### src/rtl/neuraedge_noc_pkg.sv
`default_nettype none
// ============================================================================
// Module  : neuraedge_noc_pkg
// Purpose : Shared NoC flit layout, port indices and arbiter state encoding.
// Revision: 1.0 - initial release
// ============================================================================
package neuraedge_noc_pkg;

    localparam int NOC_FLIT_W_DEFAULT = 64;
    localparam int FLIT_HEAD_BIT      = NOC_FLIT_W_DEFAULT - 1;
    localparam int FLIT_TAIL_BIT      = NOC_FLIT_W_DEFAULT - 2;
    localparam int LOCAL_PORT         = 4;

    typedef logic [NOC_FLIT_W_DEFAULT-1:0] flit_t;

    typedef enum logic [0:0] {
        ST_IDLE   = 1'b0,
        ST_LOCKED = 1'b1
    } arb_state_e;

endpackage
`default_nettype wire

### src/rtl/noc_skid_fifo2.sv
`default_nettype none
// ============================================================================
// Module  : noc_skid_fifo2
// Purpose : Two-entry valid/ready buffer exposing its occupancy count.
// Revision: 1.0 - initial release
// ============================================================================
module noc_skid_fifo2 #(
    parameter int WIDTH = 64
) (
    input  logic             clk,
    input  logic             rst_n,
    input  logic             i_push,
    input  logic [WIDTH-1:0] i_push_data,
    output logic [WIDTH-1:0] o_data,
    output logic             o_valid,
    input  logic             i_ready,
    output logic [1:0]       o_count
);

    logic [WIDTH-1:0] r_mem [2];
    logic             r_wr_ptr;
    logic             r_rd_ptr;
    logic [1:0]       r_count;
    logic             w_push;
    logic             w_pop;

    // A push into a full buffer is dropped; the producer gates on o_count.
    assign w_push = i_push && (r_count != 2'd2);
    assign w_pop  = o_valid && i_ready;

    always_ff @(posedge clk or negedge rst_n) begin
        if (!rst_n) begin
            r_mem[0] <= '0;
            r_mem[1] <= '0;
            r_wr_ptr <= 1'b0;
            r_rd_ptr <= 1'b0;
            r_count  <= 2'd0;
        end else begin
            if (w_push) begin
                r_mem[r_wr_ptr] <= i_push_data;
                r_wr_ptr        <= ~r_wr_ptr;
            end
            if (w_pop) begin
                r_rd_ptr <= ~r_rd_ptr;
            end
            case ({w_push, w_pop})
                2'b10:   r_count <= r_count + 2'd1;
                2'b01:   r_count <= r_count - 2'd1;
                default: r_count <= r_count;
            endcase
        end
    end

    assign o_valid = (r_count != 2'd0);
    assign o_data  = r_mem[r_rd_ptr];
    assign o_count = r_count;

endmodule
`default_nettype wire

### src/rtl/neuraedge_tile_inject_arb.sv
`default_nettype none
// ============================================================================
// Module  : neuraedge_tile_inject_arb
// Purpose : Wormhole round-robin arbiter for the tile router LOCAL injection port.
// Revision: 1.0 - initial release
// ============================================================================
module neuraedge_tile_inject_arb
    import neuraedge_noc_pkg::*;
#(
    parameter int N_REQ      = 4,
    parameter int NOC_FLIT_W = NOC_FLIT_W_DEFAULT,
    parameter int STALL_MAX  = 255,
    localparam int IDX_W     = $clog2(N_REQ),
    localparam int CNT_W     = $clog2(STALL_MAX + 1)
) (
    input  logic                             clk,
    input  logic                             rst_n,
    input  logic [N_REQ-1:0][NOC_FLIT_W-1:0] i_req_flit,
    input  logic [N_REQ-1:0]                 i_req_valid,
    output logic [N_REQ-1:0]                 o_req_ready,
    output logic [NOC_FLIT_W-1:0]            o_out_flit,
    output logic                             o_out_valid,
    input  logic                             i_out_ready,
    output logic [IDX_W-1:0]                 o_grant_id,
    output logic                             o_locked,
    output logic                             o_err_proto,
    output logic                             o_err_stall
);

    localparam logic [CNT_W-1:0] c_stall_max  = CNT_W'(STALL_MAX);
    localparam logic [CNT_W-1:0] c_stall_last = CNT_W'(STALL_MAX - 1);

    arb_state_e            r_state;
    arb_state_e            w_state_nxt;
    logic                  r_run;
    logic [IDX_W-1:0]      r_rr_ptr;
    logic [IDX_W-1:0]      w_rr_ptr_nxt;
    logic [IDX_W-1:0]      r_grant_id;
    logic [IDX_W-1:0]      w_grant_nxt;
    logic [CNT_W-1:0]      r_stall_cnt;
    logic [CNT_W-1:0]      w_stall_nxt;
    logic [N_REQ-1:0]      w_head;
    logic [N_REQ-1:0]      w_cand;
    logic                  w_found;
    logic [IDX_W-1:0]      w_winner;
    logic [IDX_W-1:0]      w_sel;
    logic                  w_push;
    logic [NOC_FLIT_W-1:0] w_push_flit;
    logic [1:0]            w_count;
    logic                  w_space;

    // Returns {found, index} of the first set candidate at or after ptr, wrapping.
    function automatic logic [IDX_W:0] rr_pick(input logic [N_REQ-1:0] cand,
                                               input logic [IDX_W-1:0] ptr);
        logic [IDX_W:0]   res;
        logic [IDX_W-1:0] idx;
        res = '0;
        for (int k = N_REQ - 1; k >= 0; k--) begin
            idx = IDX_W'((int'(ptr) + k) % N_REQ);
            if (cand[idx]) begin
                res = {1'b1, idx};
            end
        end
        return res;
    endfunction

    function automatic logic [IDX_W-1:0] next_idx(input logic [IDX_W-1:0] idx);
        return IDX_W'((int'(idx) + 1) % N_REQ);
    endfunction

    for (genvar g = 0; g < N_REQ; g++) begin : g_head
        assign w_head[g] = i_req_flit[g][NOC_FLIT_W-1];
    end

    assign w_cand  = i_req_valid & w_head;
    assign w_space = (w_count < 2'd2);

    always_comb begin
        w_state_nxt  = r_state;
        w_rr_ptr_nxt = r_rr_ptr;
        w_grant_nxt  = r_grant_id;
        w_stall_nxt  = r_stall_cnt;
        w_sel        = r_grant_id;
        w_push       = 1'b0;
        o_req_ready  = '0;
        o_err_proto  = 1'b0;
        o_err_stall  = 1'b0;
        {w_found, w_winner} = rr_pick(w_cand, r_rr_ptr);

        // r_run holds everything quiet for the first cycle after reset release.
        if (r_run) begin
            case (r_state)
                ST_IDLE: begin
                    w_stall_nxt = '0;
                    if (w_found) begin
                        w_sel                 = w_winner;
                        o_req_ready[w_winner] = w_space;
                        if (w_space) begin
                            w_push      = 1'b1;
                            w_grant_nxt = w_winner;
                            if (i_req_flit[w_winner][NOC_FLIT_W-2]) begin
                                w_rr_ptr_nxt = next_idx(w_winner);
                            end else begin
                                w_state_nxt = ST_LOCKED;
                            end
                        end
                    end
                end
                ST_LOCKED: begin
                    o_req_ready[r_grant_id] = w_space;
                    if (i_req_valid[r_grant_id] && w_space) begin
                        w_push      = 1'b1;
                        w_stall_nxt = '0;
                        if (i_req_flit[r_grant_id][NOC_FLIT_W-2]) begin
                            w_state_nxt  = ST_IDLE;
                            w_rr_ptr_nxt = next_idx(r_grant_id);
                        end
                    end else if (!i_req_valid[r_grant_id]) begin
                        // Owner valid against a full buffer is backpressure, not a stall.
                        if (r_stall_cnt != c_stall_max) begin
                            w_stall_nxt = r_stall_cnt + 1'b1;
                            o_err_stall = (r_stall_cnt == c_stall_last);
                        end
                    end
                end
                default: begin
                    w_state_nxt = ST_IDLE;
                end
            endcase

            for (int i = 0; i < N_REQ; i++) begin
                if (i_req_valid[i] && !w_head[i] &&
                    !((r_state == ST_LOCKED) && (r_grant_id == IDX_W'(i)))) begin
                    o_err_proto = 1'b1;
                end
            end
        end
    end

    assign w_push_flit = i_req_flit[w_sel];

    always_ff @(posedge clk or negedge rst_n) begin
        if (!rst_n) begin
            r_run       <= 1'b0;
            r_state     <= ST_IDLE;
            r_rr_ptr    <= '0;
            r_grant_id  <= '0;
            r_stall_cnt <= '0;
        end else begin
            r_run       <= 1'b1;
            r_state     <= w_state_nxt;
            r_rr_ptr    <= w_rr_ptr_nxt;
            r_grant_id  <= w_grant_nxt;
            r_stall_cnt <= w_stall_nxt;
        end
    end

    noc_skid_fifo2 #(
        .WIDTH (NOC_FLIT_W)
    ) u_out_buf (
        .clk         (clk),
        .rst_n       (rst_n),
        .i_push      (w_push),
        .i_push_data (w_push_flit),
        .o_data      (o_out_flit),
        .o_valid     (o_out_valid),
        .i_ready     (i_out_ready),
        .o_count     (w_count)
    );

    assign o_grant_id = r_grant_id;
    assign o_locked   = (r_state == ST_LOCKED);

endmodule
`default_nettype wire

### config.mk
export PLATFORM = sky130hd
export DESIGN_NAME = neuraedge_tile_inject_arb
export DESIGN_NICKNAME = d
export VERILOG_FILES = /design/src/rtl/neuraedge_noc_pkg.sv /design/src/rtl/noc_skid_fifo2.sv /design/src/rtl/neuraedge_tile_inject_arb.sv
export SDC_FILE = /design/constraint.sdc
export NUM_CORES = 1
export LEC_CHECK = 0
export CAP_MARGIN = 20
export CORE_MARGIN = 1
export CORE_UTILIZATION = 50
export CTS_BUF_LIST = sky130_fd_sc_hd__clkbuf_8
export DETAILED_ROUTE_END_ITERATION = 16
export PLACE_DENSITY = 0.92
export SYNTH_ARGS = -nofsm -noshare
export SYNTH_HDL_FRONTEND = slang
export SYNTH_SLANG_ARGS = --single-unit
### constraint.sdc
create_clock -name clk -period 5.6 [get_ports clk]
set_clock_uncertainty 0.15 [all_clocks]
set_input_delay 0.84 -clock clk [delete_from_list [all_inputs] [get_ports clk]]
set_output_delay 0.84 -clock clk [all_outputs]
set_load 0.05 [all_outputs]
---- After elaboration in Yosys (flattened, before gate mapping) ----
Index checks and enable logic that the tools add are counted.
storage, ports and cells
  bits in registers ....................... 146
  word-level logic and storage cells ...... 154
operators by class
  add/sub/neg operators ................... 8
  $lt $le $gt $ge ......................... 13
  equality and inequality tests ........... 15
  muxes and demuxes ....................... 68
  bitwise logic cells ..................... 8
  reductions and logical operators ........ 32
operator list
  cell                                                                          number
  64-bit binary-select mux with 2-bit select                                    3
  64-bit two-way mux                                                            5
  128-bit bitwise mux                                                           1
  63-bit two-way mux                                                            2
  64-bit demux with 1-bit select                                                1
  1-bit two-way mux                                                             26
  8-bit two-way mux                                                             3
  2-bit by 3-bit less-than comparator with 1-bit output, second input constant  7
  1-bit logical AND                                                             18
  2-bit two-way mux                                                             8
  8-bit case mux with 2 select lines                                            1
  4-bit bitwise AND                                                             3
  3-bit two-way mux                                                             4
  1-bit binary-select mux with 2-bit select                                     5
  2-bit by 1-bit adder with 2-bit output, second input constant                 4
  8-bit by 1-bit adder with 8-bit output, second input constant                 1
  8-bit equality test, second input constant                                    1
  1-bit zero test                                                               8
  4-bit two-way mux                                                             2
  2-bit inequality test, second input constant                                  4
  8-bit inequality test, second input constant                                  1
  2-bit case mux with 2 select lines                                            2
  4-bit case mux with 2 select lines                                            1
  2-bit equality test, second input constant                                    3
  19 further kinds                                                              30

---- Logic depth before layout (Yosys ltp) ----
Gate-level depths: netlist of the first run.
  word-level depth ........................ 15
  mapped depth ............................ 9
  depth with buffers taken out ............ 8

---- Cells and area by module ----
A second synthesis of the first run with hierarchy kept.
unflattened totals
  cells, all modules ...................... 713
  area, all modules ....................... 9734.3 um^2
by module, submodules not included
  module                     times used  cells an instance  area an instance (um^2)  sequential area each (um^2)
  noc_skid_fifo2             1           358                6343.6                   3303.2
  neuraedge_tile_inject_arb  1           355                3390.8                   350.3

---- Worst setup path before layout of the first run ----
Ideal clock, no wire load.
  path type ............................... input-to-output
  start ................................... input i_req_flit[63] in the netlist's numbering
  end ..................................... output o_req_ready[1]
  arrival ................................. 2.457 ns
  required time ........................... 4.610 ns
  setup slack ............................. 2.153 ns
  stages on the path ...................... 5
  cell sequence ........................... and2_1 > a211o_1 > a21oi_1 > nand2_1 > o22ai_1
between the ends
  cells in the longest elaborated chain, start to end .. 15
ends and longest elaborated chain
  item                                                                                                                                                  RTL line                         RTL
  start: declaration                                                                                                                                    neuraedge_tile_inject_arb.sv:18  input logic [N_REQ-1:0][NOC_FLIT_W-1:0] i_req_flit,
  4-bit bitwise AND (*)                                                                                                                                 neuraedge_tile_inject_arb.sv:75  assign w_cand = i_req_valid & w_head;
  1-bit binary-select mux with 2-bit select                                                                                                             neuraedge_tile_inject_arb.sv:60  if (cand[idx]) begin
  1-bit two-way mux (implied by the code)                                                                                                               neuraedge_tile_inject_arb.sv:60
  3-bit two-way mux (3 in series)                                                                                                                       neuraedge_tile_inject_arb.sv:60
  3-bit two-way mux (*)                                                                                                                                 neuraedge_tile_inject_arb.sv:60
  2-bit by 3-bit less-than comparator with 1-bit output (implied by the code) / 2-bit by 1-bit >= comparator with 1-bit output (equally long branches)  neuraedge_tile_inject_arb.sv:97  o_req_ready[w_winner] = w_space;
  1-bit logical AND (implied by the code)                                                                                                               neuraedge_tile_inject_arb.sv:97
  1-bit two-way mux (implied by the code)                                                                                                               neuraedge_tile_inject_arb.sv:97
  1-bit demux with 2-bit select                                                                                                                         neuraedge_tile_inject_arb.sv:97
  4-bit bitwise AND (no line)                                                                                                                           n/a
  4-bit two-way mux (*)                                                                                                                                 neuraedge_tile_inject_arb.sv:95  if (w_found) begin
  4-bit case mux with 2 select lines (*)                                                                                                                neuraedge_tile_inject_arb.sv:92  case (r_state)
  4-bit two-way mux (*)                                                                                                                                 neuraedge_tile_inject_arb.sv:91  if (r_run) begin
  end: declaration                                                                                                                                      neuraedge_tile_inject_arb.sv:20  output logic [N_REQ-1:0] o_req_ready,
Mark *: on every way between the ends. The rest lies on a longest branch, timed or not. The select of a mux whose other input is x is not followed.

---- Final worst setup path of the first run ----
  start ................................... input i_req_valid[0]
  end ..................................... output o_req_ready[3]
between the ends
  cells in the longest elaborated chain, start to end .. 15
ends and longest elaborated chain
  item                                                                                                                                                  RTL line                         RTL
  start: declaration                                                                                                                                    neuraedge_tile_inject_arb.sv:19  input logic [N_REQ-1:0] i_req_valid,
  4-bit bitwise AND (*)                                                                                                                                 neuraedge_tile_inject_arb.sv:75
  1-bit binary-select mux with 2-bit select                                                                                                             neuraedge_tile_inject_arb.sv:60
  1-bit two-way mux (implied by the code)                                                                                                               neuraedge_tile_inject_arb.sv:60
  3-bit two-way mux (3 in series)                                                                                                                       neuraedge_tile_inject_arb.sv:60
  3-bit two-way mux (*)                                                                                                                                 neuraedge_tile_inject_arb.sv:60
  2-bit by 3-bit less-than comparator with 1-bit output (implied by the code) / 2-bit by 1-bit >= comparator with 1-bit output (equally long branches)  neuraedge_tile_inject_arb.sv:97
  1-bit logical AND (implied by the code)                                                                                                               neuraedge_tile_inject_arb.sv:97
  1-bit two-way mux (implied by the code)                                                                                                               neuraedge_tile_inject_arb.sv:97
  1-bit demux with 2-bit select                                                                                                                         neuraedge_tile_inject_arb.sv:97
  4-bit bitwise AND (no line)                                                                                                                           n/a
  4-bit two-way mux (*)                                                                                                                                 neuraedge_tile_inject_arb.sv:95
  4-bit case mux with 2 select lines (*)                                                                                                                neuraedge_tile_inject_arb.sv:92
  4-bit two-way mux (*)                                                                                                                                 neuraedge_tile_inject_arb.sv:91
Marked as above.

==> results by group, run 1 <==
Clock network
  • Max clock buf depth: 2
  • Clock tree from TritonCTS: yes
  • # Post-CTS Setup Buffers: 0
  • Clock Sinks: 146
  • Number of buffers inserted for hold repair after clock tree synthesis: 0
  • H-Tree Level Count: 4
  • Post-CTS resize count: 0
  • Clk Latency, worst-skew pair: 0.46 ns
  • CTS clk-pin slew, worst paths: 0.08 ns
  • Number of buffers inserted during clock tree synthesis: 17
  • Library cell used as clock root buffer: clkbuf_8

Status
  • Result of the run: finished, final reports clean

Die
  • Number of ports placed on the die boundary: 337
  • Vertical die dimension: 135 µm
  • Horizontal die dimension: 135 µm
  • Area of the core: 17200 µm²
  • Initial Utilization: 0.510
  • Floorplan die area: 18100 µm²
  • Number of placement rows: 48

Timing
  • Timing-limited maximum frequency: 0.230 GHz
  • Worst slack on hold paths: 0.302 ns
  • Final number of setup-violating endpoints: 0
  • Setup repair after global routing missed its margin: no
  • Post-layout minimum cycle time: 4.35 ns
  • Max_slew headroom: 0.327
  • Worst slew pin tran: 0.984 ns
  • Setup TNS: 0 ns
  • Final worst path period share: 0.776
  • Number of failing hold endpoints at the final stage: 0
  • Slew Viols, Final: 0

Logic synthesis
  • Number of nets produced by synthesis: 1086
  • Post-synth top area share: 0.415
  • Synthesized cell area: 8800 µm²
  • Synth top cells by count: nand2_1 (154), dfrtp_1 (146), mux2i_1 (133)
  • Cells taking the most area after synthesis: dfrtp_1 (42%), mux2i_1 (15%), o221ai_1 (11%)
  • Share of synthesized area occupied by flip-flops and latches: 0.415
  • Area leader, netlist: dfrtp_1
  • FFs w/ async S/R, synth: 1.00
  • Number of synthesized register bits: 146
  • Ys flop type: dfrtp_1
  • Gate count of the mapped netlist: 820
  • Post-Synthesis Mean Instance Area: 10.7 µm²
  • Cell with the most instances after synthesis: nand2_1
  • Count of flip-flops with a built-in enable after synthesis: 0
  • Number of warnings issued by yosys: 0
  • Count of distinct cell types in the synthesized netlist: 55

Placed design
  • Detailed placement HPWL: 19.9 mm
  • Gp weighted congestion: 0.914
  • Post-placement cell count: 1325
  • I/O Buffers: 336

Critical path
  • Maximum fanout along the worst path: 7
  • Signal arrival time at the worst endpoint: 3.36 ns
  • CP required: 4.61 ns
  • Worst setup path class: in -> out
  • Worst r2r path cells: 7
  • Reg-to-reg critical path startpoint: o_grant_id[0]
  • Kind of capture point of the worst setup path: primary output
  • Critical path launch point type: primary input
  • R2R Setup Slk: 1.90 ns
  • Destination of the worst register-to-register timing path: u_out_buf.r_mem[92]

Run
  • Maximum capacitance violations: 0

Detailed routing
  • Vias per cell: 6.08
  • Residual DRC count: 0
  • Detailed-routing iteration count for the pre-antenna-repair pass: 5
  • Routed via count: 8245
  • Number of nets with antenna violations after routing: 0
  • Per-cell routed wire length: 20.5 µm
  • Wire length after detailed routing: 27.8 mm
  • Iteration-0 DRC count of the detailed router: 543

Power and ir drop
  • Internal power: 3.76 mW
  • Reg power frac: 0.261
  • Leakage: 5.16 nW
  • Power density normalized to cell area: 577 nW/µm²
  • Sw Ratio: 0.483
  • VDD IR-drop max: 0.518 mV
  • Portion of total power attributed to combinational logic: 0.622
  • Power dissipated by switching net loads: 3.51 mW
  • Portion of total power attributed to the clock network: 0.118

Min path
  • Worst hold path type: in -> async

Global routing
  • Pin count of the biggest net entering global routing: 99
  • Initial antenna violation count: 0
  • Via count of the first global-routing pass: 8295
  • Wire length of the first global-routing pass: 43.2 mm
  • Global-route congestion overflow total: 0
  • Tot GR Track Use: 0.307

Final layout
  • Number of antenna diodes: 0
  • Final std cells w/o fill: 1357
  • Synthesis-to-layout area growth: 43.3%
  • Fraction of final layout cells with drive strength greater than 1: 0.125
  • Number of fill cells: 1221
  • Final #Nets: 1385
## layout by cell type, fill, tap and decap left out, drive strengths merged, types with 12 or more instances in the layout
cell	Yosys	routed
o221ai	129	129
buf	36	12
clkbuf	31	17
nand2	154	154
clkdlybuf4s50	0	335
mux2	64	64
mux2i	133	133
inv	9	12
dfrtp	146	146
nor2	16	16
## state kept, by name, summed over array words and instances (netlist names)
name,flops
u_out_buf.r_wr_ptr,1
o_grant_id,2
r_stall_cnt,8
o_locked,1
r_rr_ptr,2
r_run,1
u_out_buf.o_count,2
u_out_buf.r_rd_ptr,1
u_out_buf.r_mem,128
## cell type report
cell class	count	area (µm²)	area share
multi-input cells	598	4730	0.375
well taps	225	282	0.0223
repair buffers	347	3510	0.278
flip-flops and latches	146	3650	0.290
clock inverters	15	169	0.0134
inverters	9	33.8	0.00268
clock buffers	17	234	0.0186
## cells by family (layout without fill, tap and decap cells)
group                      after synthesis  after routing  share of synthesized area
AOI/OAI and AO/OA                      171            171                      0.179
and+or+nand+nor                        214            214                      0.105
other                                    1              1                   0.000426
DFF                                    146            146                      0.415
buffers and inverters                   76            388                     0.0496
adders and majority gates                3              3                    0.00427
muxes                                  198            198                      0.236
xor gates and xnor gates                11             11                     0.0110
## layer usage
metal	global-route usage	vias up	routed length, µm
met4	0.120	0	743
met3	0.0574	55	2010
li1	-	3716	-
met1	0.383	4040	10900
met5	0	-	0
met2	0.526	434	14200
## worst max-delay path, cell delays in order
cell	delay, ns
clkdlybuf4s50_1	0.53
and2_1	0.23
a211o_1	0.31
a21oi_1	0.30
nand2_1	0.16
o22ai_1	0.16
clkdlybuf4s50_1	0.83
## power by group through the flow
stage	clock (mW)	sequential [mW]	combinational [mW]
floorplan	0	1.75	3.29
global placement	0	1.87	4.42
detailed placement	0	1.90	4.51
CTS	0.867	1.88	4.54
global route	0.904	1.95	4.76
finish	0.855	1.89	4.52
## through the flow
stage / power, mW / setup slack [ns] / cell area (µm²) / utilization
final: 7.27 / 1.25 / 12600 / 0.731
after global routing: 7.62 / 1.16 / 12600 / 0.731
after floorplan: 5.04 / 2.15 / 8800 / -
after detailed placement: 6.40 / 1.28 / 12200 / 0.708
after global placement: 6.29 / 1.31 / 12200 / 0.708
after CTS: 7.29 / 1.28 / 12600 / 0.731
## worst max-delay path by stage
stage / start / end / slack, ns / cells past startpoint
CTS: i_req_valid[0] / o_req_ready[3] / 1.28 / 7
global route: i_req_valid[0] / o_req_ready[2] / 1.16 / 8
floorplan: i_req_flit[63] / o_req_ready[1] / 2.15 / 5
detailed placement: i_req_flit[127] / u_out_buf.r_mem[92] / 1.28 / 8
finish: i_req_valid[0] / o_req_ready[3] / 1.25 / 7
global placement: i_req_valid[0] / o_req_ready[3] / 1.31 / 7
Power figures use the tool's default switching activity.
==> run 2: changes to the inputs <==
Settings changed: CORE_UTILIZATION 50 to 46, PLACE_DENSITY 0.92 to 0.85.
Clock period 5.6 ns to 4.03 ns, I/O delays scaled along.
==> run 2 against run 1 <==
Net effect: register-to-register slack worse by 0.89 ns; final cell count up 1.8%; highest routed layer unchanged; sequential power increased by 34%; critical path depth decreased by 4; hold slack got worse by 0.18 ns.
==> results by group, run 2 (synthesized netlist as in run 1, its figures left out) <==
Final layout
  • Final #Nets: 1400 (+1.1%)
  • Number of antenna diodes: 0 (unchanged)
  • Most common cell after layout, fill and taps aside: clkdlybuf4s50_1
  • Combined area of the multi-input logic cells: 4730 µm² (unchanged)
  • Synthesis-to-layout area growth: 44.2%
  • Footprint of the flip-flops and latches: 3650 µm² (unchanged)
  • Largest registers: u_out_buf.r_mem: 128 flops, r_stall_cnt: 8 flops
  • Fraction of final layout cells with drive strength greater than 1: 0.142 (+0.0167)
  • Largest Register: u_out_buf.r_mem
  • Top library cells by usage in the layout, fill and taps aside: clkdlybuf4s50_1 (331), nand2_1 (153), dfrtp_1 (145)
  • Number of flip-flops in the largest register: 128 (unchanged)
  • Number of fill cells: 1447 (+19%)

Timing
  • Setup TNS: 0 ns (unchanged)
  • Setup repair after global routing missed its margin: no
  • Slew Viols, Final: 0 (unchanged)
  • Final worst path period share: 0.899
  • Worst slew pin tran: 1.01 ns (+0.0212 ns)
  • Max_slew headroom: 0.330 (+0.00284)
  • Timing-limited maximum frequency: 0.276 GHz
  • Number of failing hold endpoints at the final stage: 0 (unchanged)
  • Post-layout minimum cycle time: 3.62 ns
  • Final number of setup-violating endpoints: 0 (unchanged)

Detailed routing
  • Vias per cell: 5.91 (-2.8%)
  • Per-cell routed wire length: 19.6 µm (-4.2%)
  • Routed via count: 8157 (-1.1%)
  • Residual DRC count: 0 (unchanged)
  • Iteration-0 DRC count of the detailed router: 504 (-7.2%)
  • Number of nets with antenna violations after routing: 0 (unchanged)
  • Wire length after detailed routing: 27.1 mm (-2.5%)
  • Detailed-routing iteration count for the pre-antenna-repair pass: 5 (unchanged)

Clock network
  • Number of buffers inserted for hold repair after clock tree synthesis: 0 (unchanged)
  • Clock Sinks: 146 (unchanged)
  • H-Tree Level Count: 4 (unchanged)
  • Number of buffers inserted during clock tree synthesis: 17 (unchanged)
  • Clock tree from TritonCTS: yes
  • Library cell used as clock root buffer: clkbuf_8
  • Max clock buf depth: 2 (unchanged)
  • Clk Latency, worst-skew pair: 0.45 ns (about the same)
  • # Post-CTS Setup Buffers: 0 (unchanged)
  • CTS clk-pin slew, worst paths: 0.09 ns (about the same)
  • Post-CTS resize count: 0 (unchanged)

Power and ir drop
  • Tot Pwr: 10.0 mW (+38%)
  • Power density normalized to cell area: 791 nW/µm² (+37%)
  • Power dissipated by switching net loads: 4.85 mW (+38%)
  • Internal power: 5.18 mW (+38%)
  • Leakage: 5.22 nW (+1.2%)
  • VDD IR-drop max: 0.523 mV (+0.86%)
  • Reg power frac: 0.252 (-0.009)
  • Sw Ratio: 0.483 (+0.000553)
  • Portion of total power attributed to the clock network: 0.112 (-0.006)
  • Portion of total power attributed to combinational logic: 0.636 (+0.014)

Placed design
  • Detailed placement HPWL: 19.0 mm (-4.2%)
  • I/O Buffers: 336 (unchanged)
  • Gp weighted congestion: 0.874 (-4.4%)

Die
  • Number of ports placed on the die boundary: 337 (unchanged)
  • Initial Utilization: 0.470 (-0.0401)
  • Area of the core: 18700 µm² (+8.5%)
  • Floorplan die area: 19700 µm² (+8.6%)
  • Vertical die dimension: 140 µm (+4.2%)
  • Horizontal die dimension: 140 µm (+4.2%)
  • Number of placement rows: 50 (+4.2%)

Status
  • Result of the run: finished, final reports clean

Global routing
  • Global-route congestion overflow total: 0 (unchanged)
  • Via count of the first global-routing pass: 8443 (+1.8%)
  • Wire length of the first global-routing pass: 43.6 mm (+0.94%)
  • Tot GR Track Use: 0.280 (-0.0266)
  • Pin count of the biggest net entering global routing: 110 (+11%)
  • Initial antenna violation count: 0 (unchanged)

Critical path
  • CP required: 3.28 ns (-1.33 ns)
  • Critical path launch point type: flip-flop
  • Worst setup path class: reg -> out
  • Maximum fanout along the worst path: 14 (+7)
  • Signal arrival time at the worst endpoint: 2.87 ns (-0.49 ns)
  • Kind of capture point of the worst setup path: primary output

Run
  • Maximum capacitance violations: 0 (unchanged)

Min path
  • Worst hold path type: in -> async
run 2: per-stage QoR:
step	hold slack, ns	util	std cells	setup slack [ns]	cell area, µm²
finish	0.118	0.678	1381	0.406	12700
global route	0.184	0.678	1381	0.313	12700
CTS	0.140	0.678	1381	0.386	12700
detailed placement	0.317	0.658	1349	0.533	12300
global placement	0.312	0.658	1349	0.578	12300
floorplan	0.159	-	820	0.861	8800
run 2: layout make-up:
cell class,instances,share of cell area
Clock buffer,17,0.0184
Clock inverter,15,0.0117
Inverter,9,0.00266
Multi-Input combinational cell,598,0.372
Sequential cell,146,0.288
Tap cell,234,0.0231
Timing Repair Buffer,362,0.284
run 2: worst paths after layout:
check	startpoint	endpoint	slack [ns]	cells past startpoint
worst max-delay path	o_grant_id[0]	o_err_stall	0.41	3
worst min-delay path	rst_n	r_rr_ptr[0]	0.12	1
worst max register to register	o_grant_id[0]	u_out_buf.r_mem[26]	1.01	6
worst min register to register	u_out_buf.r_mem[124]	u_out_buf.r_mem[124]	0.34	2
max in group asynchronous	rst_n	u_out_buf.r_mem[26]	2.62	2
min in group clk	u_out_buf.r_mem[124]	u_out_buf.r_mem[124]	0.34	2
run 2: metal layers:
| layer | routed length (µm) | vias to the layer above | global-route usage |
|---|---|---|---|
| met1 | 10800 | 3966 | 0.343 |
| li1 | - | 3743 | - |
| met5 | 0 | - | 0 |
| met4 | 514 | 0 | 0.0960 |
| met2 | 13500 | 412 | 0.490 |
| met3 | 2250 | 36 | 0.0588 |
run 2: worst max-delay path, stage by stage (launching register included):
cell             delay (ns)
dfrtp_1                0.75
mux4_2                 0.61
nor3_1                 0.21
clkdlybuf4s50_1        0.84
run 2: power by group through the flow:
stage          Sequential [mW]  Clock (mW)  Combinational, mW
2_1_floorplan             2.43           0               4.57
3_3_place_gp              2.50           0               6.30
3_5_place_dp              2.54           0               6.38
4_1_cts                   2.52        1.16               6.41
5_1_grt                   2.61        1.22               6.77
6_report                  2.53        1.13               6.38
